==> src/rtl/lfsr_pkg.sv <==
// Shared constants and helpers for the parametrised LFSR generator.
// The tap masks are in Fibonacci form; galois_mask() derives the Galois feedback mask from them.
package lfsr_pkg;

   localparam logic LFSR_FIB = 1'b0;
   localparam logic LFSR_GAL = 1'b1;

   localparam logic [7:0]  TAPS_W8  = 8'hB8;
   localparam logic [15:0] TAPS_W16 = 16'hB400;
   localparam logic [31:0] TAPS_W32 = 32'hA3000000;

   // Galois mask is the Fibonacci taps shifted up one place, with bit 0 forced
   // to 1 (the x^0 term). Bits at or above the width are cleared.
   function automatic logic [31:0] galois_mask(input logic [31:0] taps, input int width);
      logic [31:0] m;
      m = 32'd1;
      for (int i = 1; i < 32; i++) begin
         if (i < width) m[i] = taps[i-1];
      end
      return m;
   endfunction

endpackage

==> src/rtl/lfsr_step.sv <==
// One combinational LFSR step, either Fibonacci or Galois as selected by mode.
// lfsr_gen chains several of these to take more than one step per clock.
module lfsr_step
   import lfsr_pkg::*;
#(
   parameter int               WIDTH = 8,
   parameter logic [WIDTH-1:0] TAPS  = TAPS_W8
) (
   input  logic [WIDTH-1:0] state,
   input  logic             mode,
   output logic [WIDTH-1:0] next
);

   localparam logic [31:0]      GMASK_FULL = galois_mask(32'(TAPS), WIDTH);
   localparam logic [WIDTH-1:0] GMASK      = GMASK_FULL[WIDTH-1:0];

   logic [WIDTH-1:0] fib_next;
   logic [WIDTH-1:0] gal_next;

   assign fib_next = {state[WIDTH-2:0], ^(state & TAPS)};
   assign gal_next = {state[WIDTH-2:0], 1'b0} ^ ({WIDTH{state[WIDTH-1]}} & GMASK);
   assign next     = (mode == LFSR_GAL) ? gal_next : fib_next;

endmodule

==> src/rtl/lfsr_gen.sv <==
// Parametrised LFSR with seed load, multiple steps per clock and all-zero lockup recovery.
// Also reports when the sequence returns to the loaded reference state, and how many enabled cycles that took.
module lfsr_gen
   import lfsr_pkg::*;
#(
   parameter int               WIDTH = 8,
   parameter logic [WIDTH-1:0] TAPS  = TAPS_W8,
   parameter logic [WIDTH-1:0] SEED  = {{(WIDTH-1){1'b0}}, 1'b1},
   parameter int               STEPS = 1
) (
   input  logic             clk,
   input  logic             rst,
   input  logic             en,
   input  logic             load,
   input  logic [WIDTH-1:0] seed_in,
   input  logic             mode,
   output logic [WIDTH-1:0] lfsr,
   output logic             wrap,
   output logic             lockup,
   output logic [WIDTH-1:0] period
);

   logic [WIDTH-1:0] chain [STEPS+1];
   logic [WIDTH-1:0] step_out;
   logic [WIDTH-1:0] ref_state;
   logic [WIDTH-1:0] cnt;
   logic [WIDTH-1:0] cnt_inc;

   assign chain[0] = lfsr;

   for (genvar g = 0; g < STEPS; g++) begin : g_step
      lfsr_step #(
         .WIDTH (WIDTH),
         .TAPS  (TAPS)
      ) u_step (
         .state (chain[g]),
         .mode  (mode),
         .next  (chain[g+1])
      );
   end

   assign step_out = chain[STEPS];
   assign cnt_inc  = (cnt == '1) ? cnt : cnt + 1'b1;

   always_ff @(posedge clk) begin
      if (rst) begin
         lfsr      <= SEED;
         ref_state <= SEED;
         cnt       <= '0;
         period    <= '0;
         wrap      <= 1'b0;
         lockup    <= 1'b0;
      end else begin
         wrap   <= 1'b0;
         lockup <= 1'b0;
         if (load) begin
            // A zero seed would lock the register up, so SEED is substituted and the swap is flagged.
            if (seed_in == '0) begin
               lfsr      <= SEED;
               ref_state <= SEED;
               lockup    <= 1'b1;
            end else begin
               lfsr      <= seed_in;
               ref_state <= seed_in;
            end
            cnt <= '0;
         end else if (en) begin
            lfsr <= step_out;
            if (step_out == ref_state) begin
               wrap   <= 1'b1;
               period <= cnt_inc;
               cnt    <= '0;
            end else begin
               cnt <= cnt_inc;
            end
         end
      end
   end

endmodule

==> config.mk <==
export PLATFORM = sky130hd
export DESIGN_NAME = lfsr_gen
export DESIGN_NICKNAME = d
export VERILOG_FILES = /design/src/rtl/lfsr_pkg.sv /design/src/rtl/lfsr_step.sv /design/src/rtl/lfsr_gen.sv
export SDC_FILE = /design/constraint.sdc
export NUM_CORES = 1
export LEC_CHECK = 0
export BUFFER_PORTS_ARGS = -buffer_cell sky130_fd_sc_hd__buf_2
export CAP_MARGIN = 20
export CORE_ASPECT_RATIO = 0.5
export CORE_MARGIN = 8
export CORE_UTILIZATION = 55
export DETAILED_ROUTE_END_ITERATION = 6
export PLACE_DENSITY = 0.87
export SYNTH_ARGS = -nofsm -noshare
export SYNTH_HDL_FRONTEND = slang
export SYNTH_HIERARCHICAL = 1
export SYNTH_SLANG_ARGS = --single-unit
export TNS_END_PERCENT = 100
==> constraint.sdc <==
create_clock -name clk -period 3.9 [get_ports clk]
set_input_delay 0.78 -clock clk [delete_from_list [all_inputs] [get_ports clk]]
set_output_delay 0.78 -clock clk [all_outputs]
set_load 0.01 [all_outputs]
==> results of run 1 <==
[tightest hold or removal path: stages (launching register included)]
cell and delay (ns):
dfxtp_1 0.31, nand2_1 0.05, mux2i_1 0.06
[final timing paths]
kind	to	startpoint
min	period[3]	period[3]
min reg2reg	period[3]	period[3]
max	period[6]	lfsr[4]
max reg2reg	period[6]	lfsr[4]
[cells in the mapped netlist, types with 4 or more instances]
library cell and instances:
nand2b_1 4, a31oi_1 5, nor2_1 24, buf_4 4, a211oi_1 9, o211ai_1 4, nor2b_1 4, nand2_1 12
mux2i_1 18, a21oi_1 16, nand3_1 4, buf_2 4, clkbuf_1 11, dfxtp_1 34, xor2_1 9, o22ai_1 5
buf_1 4
[sequential cells by signal, summed over array words and instances, names as in the netlist]
signal     flops
lockup         1
lfsr           8
wrap           1
cnt            8
period         8
ref_state      8
[routing by layer]
metal / part of all wire (%) / track usage [%]
met1: 44 / 18.2
met2: 50 / 27.0
met3: 4.2 / 3.88
met4: 2.3 / 8.64
met5: 0 / 0
[power groups by stage]
stage	registers [mW]	clock network [mW]	logic, mW
after floorplan	0.377	0	0.0820
after global placement	0.378	0	0.0991
after detailed placement	0.379	0	0.103
after global routing	0.372	0.284	0.114
after CTS	0.371	0.268	0.104
final	0.371	0.267	0.105
[placed cells by master, fill, tap and decap left out, drive strengths merged, types with 3 or more instances in the layout]
| cell type | Yosys | routed |
|---|---|---|
| dfxtp | 34 | 34 |
| a211oi | 9 | 9 |
| nand3b | 3 | 3 |
| nand2b | 4 | 4 |
| a31oi | 5 | 5 |
| o21ai | 3 | 3 |
| xor2 | 9 | 9 |
| mux2i | 18 | 18 |
| a21oi | 16 | 16 |
| nor2b | 4 | 4 |
| and3 | 3 | 3 |
| nand2 | 12 | 12 |
| o31ai | 3 | 3 |
| nor4 | 3 | 3 |
| xnor2 | 3 | 3 |
| clkbuf | 11 | 7 |
| nand3 | 5 | 5 |
| buf | 13 | 30 |
| nor2 | 24 | 24 |
| o211ai | 4 | 4 |
| o22ai | 5 | 5 |
| or4 | 3 | 3 |
[cell families (layout without fill, tap and decap cells)]
group | count (synthesis) | count (layout)
DFF | 34 | 34
adders and majority gates | 1 | 1
buffers and inverters | 27 | 41
AOI/OAI and AO/OA | 57 | 57
and+or+nand+nor | 68 | 68
muxes | 18 | 18
xor gates and xnor gates | 13 | 13
[layout make-up]
| type | instances | share of cell area (%) |
|---|---|---|
| inverters | 3 | 0.551 |
| repair buffers | 30 | 7.35 |
| clock inverters | 1 | 0.245 |
| multi-input cells | 157 | 51.7 |
| clock buffers | 7 | 4.23 |
| well taps | 42 | 2.57 |
| flip-flops and latches | 34 | 33.3 |
[metrics by stage]
| stage | setup WS [ns] | utilization [%] | hold WS [ns] | area [um2] |
|---|---|---|---|---|
| 2_1_floorplan | 1.55 | - | 0.457 | 1870 |
| 3_3_place_gp | 1.30 | 58.4 | 0.443 | 1950 |
| 6_report | 1.28 | 61.1 | 0.470 | 2040 |
| 5_1_grt | 1.13 | 61.1 | 0.489 | 2040 |
| 4_1_cts | 1.27 | 61.1 | 0.479 | 2040 |
| 3_5_place_dp | 1.17 | 58.4 | 0.470 | 1950 |
==> results.txt, run 1 <==
I/O Pins - 31
Clk_lat worst skew - 0.29 ns
Register area - 681 um2
Synth Flop Type - dfxtp_1
Max clock buf depth - 2
Post-synth EDFFs - 0
Endpoints failing hold - 0
Layout area overhead - 9.46%
FF-to-FF path depth - 7
Post-CTS resize count - 0
Slew Viols, Final - 0
# DRC - 0
Initial Util - 55.8%
Avg Cell Area, Syn - 8.56 um2
Peak supply drop - 0.260 mV
Hold-fix buffers, CTS - 0
Die width - 98.4 um
Dominant cells by area after synthesis - dfxtp_1 (36%), mux2i_1 (9.7%), nor2_1 (4.8%), a21oi_1 (4.3%), xor2_1 (4.2%)
Hold path cells - 2
Pint - 541 uW
Number of I/O port buffers - 30
PD cells - 364 nW/um2
Synth warn - 6
WP data arrival - 2.84 ns
DR vias/cell - 6.04
Crit path kind - reg -> reg
Final min period - 2.62 ns
Filler Cell Count - 270
Seq/Total Area, Yosys - 36.5%
Multi-input gate area - 1060 um2
Critical path startpoint category - register
Routed via count - 1654
Comb power frac - 14.1%
Actual slew at the worst max-slew pin - 0.743 ns
Critical Path RT - 4.12 ns
Share of cells above drive strength 1 - 17.2%
Max-slew headroom - 50.0%
Power Total - 743 uW
XOR/XNOR share of the synthesized area - 6.84%
Clock power share - 35.9%
Most common cell on crit path - xor2_1
Post-synthesis mux area share - 9.66%
Complex-gate fraction of the synthesized area - 20.4%
Tcrit/Tclk final - 67.2%
RSZ-0062 raised after global routing - no
Crit-path slowest cell - or4_1
Worst min path class - reg -> reg
Cell count after synthesis - 218
Core box area - 3340 um2
Leak - 0.866 nW
Net Sw Frac - 27.2%
Root buffer selected by CTS - clkbuf_8
Final #Nets - 245
Yosys top cell by area - dfxtp_1
CTS tree - built
Cts bufs inserted - 5
First-pass GRT wire length - 7340 um
Critical-path maximum fanout - 10
Post-DR wirelength/cell - 16.2 um
Die Span Y - 57.2 um
Total track usage - 15.9%
Setup Fix Bufs, Post-CTS - 0
HPWL Detailed - 3220 um
Non-filler cells, final - 274
Worst-path clk slew - 0.07 ns
Number of cells after detailed placement - 266
Synth unique cells - 43
Antenna cells - 0
Number of global-route vias before repair - 1590
Seq pwr share - 49.9%
Routed WL - 4430 um
Achievable Freq - 382 MHz
Final Skew - 0.00912 ns
Rows - 15
Slack of the worst reg-to-reg path - 1.28 ns
Largest net degree at the start of global routing - 29
Initial antenna violation count - 0
GRT overflow - 0
Die ar. - 5620 um2
Gp weighted congestion - 0.900
CP delay by family, top - simple AND/OR/NAND/NOR gates
Crit-path max cell delay - 0.76 ns
Routed Antenna Nets - 0
Yosys top cell area share - 36.5%
# Max-Cap Violations - 0
Synth Area in Simple Gates - 19.0%
Synthesized area - 1870 um2
Yosys reg bits - 34
Critical path depth - 7
Mapped Nets - 232
Fin Setup TNS - 0 ns
Largest family of logic cells by synthesized area - compound AO/OA/AOI/OAI gates
Clock sinks - 34
Buf/Inv on CP - 0
# setup viols final - 0
Outcome - complete, no violations
Switching pwr - 202 uW
DRT Pass-1 Iters - 5
Asr flop ratio synth - 0%
CP endpoint kind - register
H-tree levels - 2
Synth Area in Adders - 0.671%
DR iter-0 viols - 125
CP Cell Sequence - xnor3_1, nor2_1, xor2_1, xor2_1, or4_1, nor3_4, mux2i_1
(Power assumes the default switching activity.)
==> inputs of run 2 (changes only) <==
--- a/config.mk
+++ b/config.mk
@@ -5,13 +5,14 @@
 export SDC_FILE = /design/constraint.sdc
 export NUM_CORES = 1
 export LEC_CHECK = 0
+export ABC_AREA = 1
 export BUFFER_PORTS_ARGS = -buffer_cell sky130_fd_sc_hd__buf_2
 export CAP_MARGIN = 20
 export CORE_ASPECT_RATIO = 0.5
 export CORE_MARGIN = 8
-export CORE_UTILIZATION = 55
+export CORE_UTILIZATION = 50
 export DETAILED_ROUTE_END_ITERATION = 6
-export PLACE_DENSITY = 0.87
+export PLACE_DENSITY = 0.84
 export SYNTH_ARGS = -nofsm -noshare
 export SYNTH_HDL_FRONTEND = slang
 export SYNTH_HIERARCHICAL = 1
==> constraint.sdc (replaced) <==
create_clock -name clk -period 2.1 [get_ports clk]
set_input_delay 0.42 -clock clk [delete_from_list [all_inputs] [get_ports clk]]
set_output_delay 0.42 -clock clk [all_outputs]
set_load 0.01 [all_outputs]
==> run 2 against run 1 <==
Net effect:
- synthesized cell count increased by 41%
- sequential share of layout area decreased by 2.2 points
- power increased by 110%
- first-iteration DRC count increased by 49%
- non-clock buffer count increased by 1
- sequential cell count unchanged
- hold slack got worse by 0.050 ns
- area after synthesis increased by 2.7%
- design area increased by 6.9%
- via count increased by 16%
- critical path type unchanged
- critical endpoint unchanged
==> results.txt, run 2 <==
Fin area - 2180 um2
Largest net degree at the start of global routing - 19
Core box area - 3780 um2
Clk_lat worst skew - 0.29 ns
Final min period - 1.87 ns
Dominant cells by area after synthesis - dfxtp_1 (36%), nand2_1 (24%), inv_1 (6.3%), nor2_1 (6.3%), nand3_1 (5.0%)
Yosys top cell area share - 35.5%
Synthesized area - 1920 um2
Antenna cells - 0
Die width - 104 um
Peak supply drop - 0.395 mV
Fin Setup TNS - 0 ns
HPWL Detailed - 3570 um
Yosys top cell by area - dfxtp_1
Synth warn - 6
# setup viols final - 0
Non-filler cells, final - 389
GRT overflow - 0
Max-slew headroom - 72.7%
Commonest non-fill, non-tap cell in the layout - nand2_1
Gp weighted congestion - 0.865
Cts bufs inserted - 5
RSZ-0062 raised after global routing - no
Critical path startpoint category - register
Post-DP Area - 2070 um2
Achievable Freq - 533 MHz
Number of global-route vias before repair - 1727
Number of cells after detailed placement - 381
Critical Path RT - 2.29 ns
Die Span Y - 59.8 um
Routed via count - 1919
Mapped Nets - 321
Root buffer selected by CTS - clkbuf_8
Slew Viols, Final - 0
DR iter-0 viols - 186
# DRC - 0
Routed Antenna Nets - 0
H-tree levels - 2
Yosys reg bits - 34
PD cells - 705 nW/um2
Actual slew at the worst max-slew pin - 0.409 ns
Initial antenna violation count - 0
Post-CTS resize count - 0
Final #Nets - 348
DRT Pass-1 Iters - 5
Avg Cell Area, Syn - 6.24 um2
Tcrit/Tclk final - 89.3%
Leak - 1.05 nW
Asr flop ratio synth - 0%
Top-count cell post-synth - nand2_1
DR vias/cell - 4.93
Worst-path clk slew - 0.08 ns
Die ar. - 6190 um2
Routed WL - 4800 um
CTS tree - built
Total track usage - 16.5%
Critical-path maximum fanout - 16
Final Skew - 0.00237 ns
Synth top cells by count - nand2_1 (125), dfxtp_1 (34), inv_1 (32), nor2_1 (32), nand3_1 (19)
Seq/Total Area, Yosys - 35.5%
Initial Util - 50.7%
Layout area overhead - 13.9%
Post-DR wirelength/cell - 12.3 um
I/O Pins - 31
Synth Flop Type - dfxtp_1
Clock sinks - 34
Endpoints failing hold - 0
Hold-fix buffers, CTS - 0
WP data arrival - 2.07 ns
Number of I/O port buffers - 30
Setup Fix Bufs, Post-CTS - 0
Rows - 16
Max clock buf depth - 2
Share of cells above drive strength 1 - 17.3%
CP endpoint kind - register
Outcome - complete, no violations
Post-synth EDFFs - 0
Worst min path class - in -> reg
# Max-Cap Violations - 0
Synth unique cells - 30
First-pass GRT wire length - 8130 um
Commonest non-fill, non-tap cells in the layout - nand2_1 (125), dfxtp_1 (34), inv_1 (32), nor2_1 (32), buf_2 (30)
Crit path kind - reg -> reg
Cell count after synthesis - 307
run 2: cell type report:
class	instances	area (um2)
inverter	42	160
tap	54	67.6
multi-input combinational	220	1000
clock buffer	5	68.8
fill	357	1600
sequential	34	681
timing repair buffer	31	158
clock inverter	3	45.0
run 2: report_power, final:
part	leakage, nW	total, mW	internal [mW]	switching (mW)
logic	0.726	0.222	0.0773	0.144
registers	0.277	0.692	0.667	0.0240
clock network	0.0504	0.626	0.353	0.273
run 2: worst paths after layout:
path,start,end,slack [ns],cells after the start
worst max-delay path,lfsr[7],period[6],0.23,10
worst min-delay path,seed_in[4],ref_state[4],0.42,3
worst max register to register,lfsr[7],period[6],0.23,10
worst min register to register,ref_state[4],ref_state[4],0.50,2
run 2: kinds of logic after synthesis:
logic type	Yosys count	synth area share (%)
simple gates	189	42.0
xor+xnor	4	1.83
flops	34	35.5
buf+inv	53	12.1
compound gates	26	7.90
fa+ha+maj	1	0.653
run 2: per-stage QoR:
| stage | hold WS, ns | total power [mW] | worst slack, ns | util (%) |
|---|---|---|---|---|
| final | 0.420 | 1.54 | 0.225 | 57.7 |
| after global routing | 0.423 | 1.61 | 0.0383 | 57.7 |
| after CTS | 0.417 | 1.54 | 0.219 | 57.7 |
| after detailed placement | 0.480 | 0.925 | 0.263 | 54.7 |
| after global placement | 0.479 | 0.921 | 0.310 | 54.7 |
| after floorplan | 0.460 | 0.872 | 0.429 | - |
run 2: critical path, cell delays in order (launching register included):
cell and delay, ns:
dfxtp_1 0.45, inv_2 0.06, nand2_2 0.06, nand2_2 0.05, o21ai_1 0.32, xnor2_1 0.16
nand2_1 0.12, nor2_4 0.15, nand3_4 0.17, nor2_1 0.17, nor2_1 0.06
run 2: routing by layer:
| metal | share of wire [%] | up-vias | global-route usage [%] | wire length, um |
|---|---|---|---|---|
| met4 | 1.3 | 0 | 6.40 | 64 |
| met2 | 38 | 83 | 23.0 | 1820 |
| met1 | 50 | 831 | 23.2 | 2420 |
| li1 | - | 997 | - | - |
| met3 | 10 | 8 | 4.62 | 490 |
| met5 | 0 | - | 0 | 0 |
==> inputs of run 3 (changes only) <==
--- a/config.mk
+++ b/config.mk
@@ -5,7 +5,6 @@
 export SDC_FILE = /design/constraint.sdc
 export NUM_CORES = 1
 export LEC_CHECK = 0
-export ABC_AREA = 1
 export BUFFER_PORTS_ARGS = -buffer_cell sky130_fd_sc_hd__buf_2
 export CAP_MARGIN = 20
 export CORE_ASPECT_RATIO = 0.5
@@ -17,4 +16,4 @@
 export SYNTH_HDL_FRONTEND = slang
 export SYNTH_HIERARCHICAL = 1
 export SYNTH_SLANG_ARGS = --single-unit
-export TNS_END_PERCENT = 100
+export TNS_END_PERCENT = 20
==> run 3 against run 2 <==
Net effect:
- the flow now finishes with violations (negative setup slack)
- final cell count fell by 22%
- sequential power decreased by 1%
- register-to-register slack worse by 0.40 ns
- utilization is 6.8 points higher
- sequential share of layout area shrank 0.88 points
- hold slack lost 0.057 ns
- fmax decreased by 18%
- non-clock buffer count grew 18
==> results.txt, run 3 (same netlist as run 1, synthesis figures left out) <==
Hold-fix buffers, CTS - 0
Fin area - 2260 um2
Power Total - 1.48 mW
Peak supply drop - 0.369 mV
CP endpoint kind - register
Die width - 102 um
Largest net degree at the start of global routing - 29
Final Skew - 0.00824 ns
CTS tree - built
Total track usage - 17.2%
Actual slew at the worst max-slew pin - 0.531 ns
Root buffer selected by CTS - clkbuf_8
Core box area - 3510 um2
Die ar. - 6060 um2
Number of cells after detailed placement - 292
H-tree levels - 2
Critical-path maximum fanout - 5
DRT Pass-1 Iters - 4
Initial Util - 53.2%
Cts bufs inserted - 5
Worst min path class - in -> reg
Clk_lat worst skew - 0.30 ns
Comb power frac - 18.9%
# setup viols final - 14
Max-slew headroom - 64.6%
Max clock buf depth - 2
Switching pwr - 425 uW
Gp weighted congestion - 0.928
Non-filler cells, final - 303
Pint - 1.05 mW
Initial antenna violation count - 1
Crit path kind - reg -> reg
Net Sw Frac - 28.8%
Setup WS post-layout - -0.174 ns
I/O Pins - 31
Final min period - 2.27 ns
GRT overflow - 0
Achievable Freq - 440 MHz
Routed WL - 5300 um
Slew Viols, Final - 0
Critical path startpoint category - register
First-pass GRT wire length - 8140 um
Outcome - finished with violations
Post-DR wirelength/cell - 17.5 um
Failing checks - negative setup slack
RSZ-0062 raised after global routing - yes
Layout area overhead - 21.3%
Clock sinks - 34
# DRC - 0
Number of I/O port buffers - 30
Hold Slack - 0.362 ns
Die Span Y - 59.2 um
Clock power share - 34.8%
Tcrit/Tclk final - 108%
Critical Path RT - 2.28 ns
PD cells - 653 nW/um2
HPWL Detailed - 3420 um
Endpoints failing hold - 0
Rows - 15
Worst-path clk slew - 0.07 ns
WP data arrival - 2.45 ns
Routed Antenna Nets - 0
Commonest non-fill, non-tap cell in the layout - dfxtp_1
Routed via count - 1828
DR vias/cell - 6.03
Final #Nets - 264
Seq pwr share - 46.3%
DR iter-0 viols - 135
Leak - 0.973 nW
Fin Setup TNS - -1.28 ns
Share of cells above drive strength 1 - 27.1%
Commonest non-fill, non-tap cells in the layout - dfxtp_1 (32), buf_2 (31), nor2_1 (23)
Number of global-route vias before repair - 1672
# Max-Cap Violations - 0
Post-DP Area - 2100 um2
-- run 3: cell count changes in the layout (fill, tap and decap cells not counted), moves of 15 or more --
cell and delta:
mux2i_1 +18, buf_4 +16, nand3_1 -15, nand2_1 -113, inv_1 -30
-- run 3: path summary, 6_finish.rpt --
path | from | endpoint | slack, ns | cells past startpoint
min reg2reg | period[3] | period[3] | 0.46 | 2
min | seed_in[5] | lockup | 0.36 | 2
max | lfsr[4] | cnt[2] | -0.17 | 8
max reg2reg | lfsr[4] | cnt[2] | -0.17 | 8
-- run 3: repair_timing --
item / in CTS / in global routing
resized for setup: 5 / 5
cloned: 1 / 0
setup buffers: 1 / 0
pin swaps: 2 / 5
setup endpoints to repair: 16 / 16
-- run 3: power groups by stage --
stage / clock network, mW / logic, mW / registers, mW
final: 0.515 / 0.278 / 0.684
after global routing: 0.537 / 0.300 / 0.686
after CTS: 0.512 / 0.265 / 0.683
after detailed placement: 0 / 0.243 / 0.698
after global placement: 0 / 0.237 / 0.697
after floorplan: 0 / 0.158 / 0.701
-- run 3: metrics by stage --
stage | utilization, % | setup WS [ns]
after floorplan | - | -0.0869
final | 64.5 | -0.174
after global placement | 59.9 | -0.0975
after detailed placement | 59.9 | -0.221
after global routing | 64.5 | -0.304
after CTS | 63.7 | -0.147
-- run 3: layout make-up --
cell class | count | area, um2
Inverter | 3 | 11.3
Clock buffer | 7 | 86.3
Clock inverter | 1 | 5.00
Fill cell | 262 | 1250
Antenna cell | 1 | 2.50
Timing Repair Buffer | 49 | 294
Multi-Input combinational cell | 157 | 1110
Sequential cell | 34 | 686
Tap cell | 51 | 63.8
-- run 3: critical path: stages, from the launching register on --
cell and delay [ns]:
dfxtp_4 0.34, xnor3_1 0.37, nor2_1 0.12, xor2_1 0.22, xor2_1 0.13, or4_4 0.45
buf_6 0.16, o21ai_0 0.25, a211oi_1 0.12
-- run 3: metal layers --
layer,routed length (um),track usage [%]
met5,0,0
met4,302,12.0
met2,2550,27.9
met3,345,3.75
met1,2110,20.0
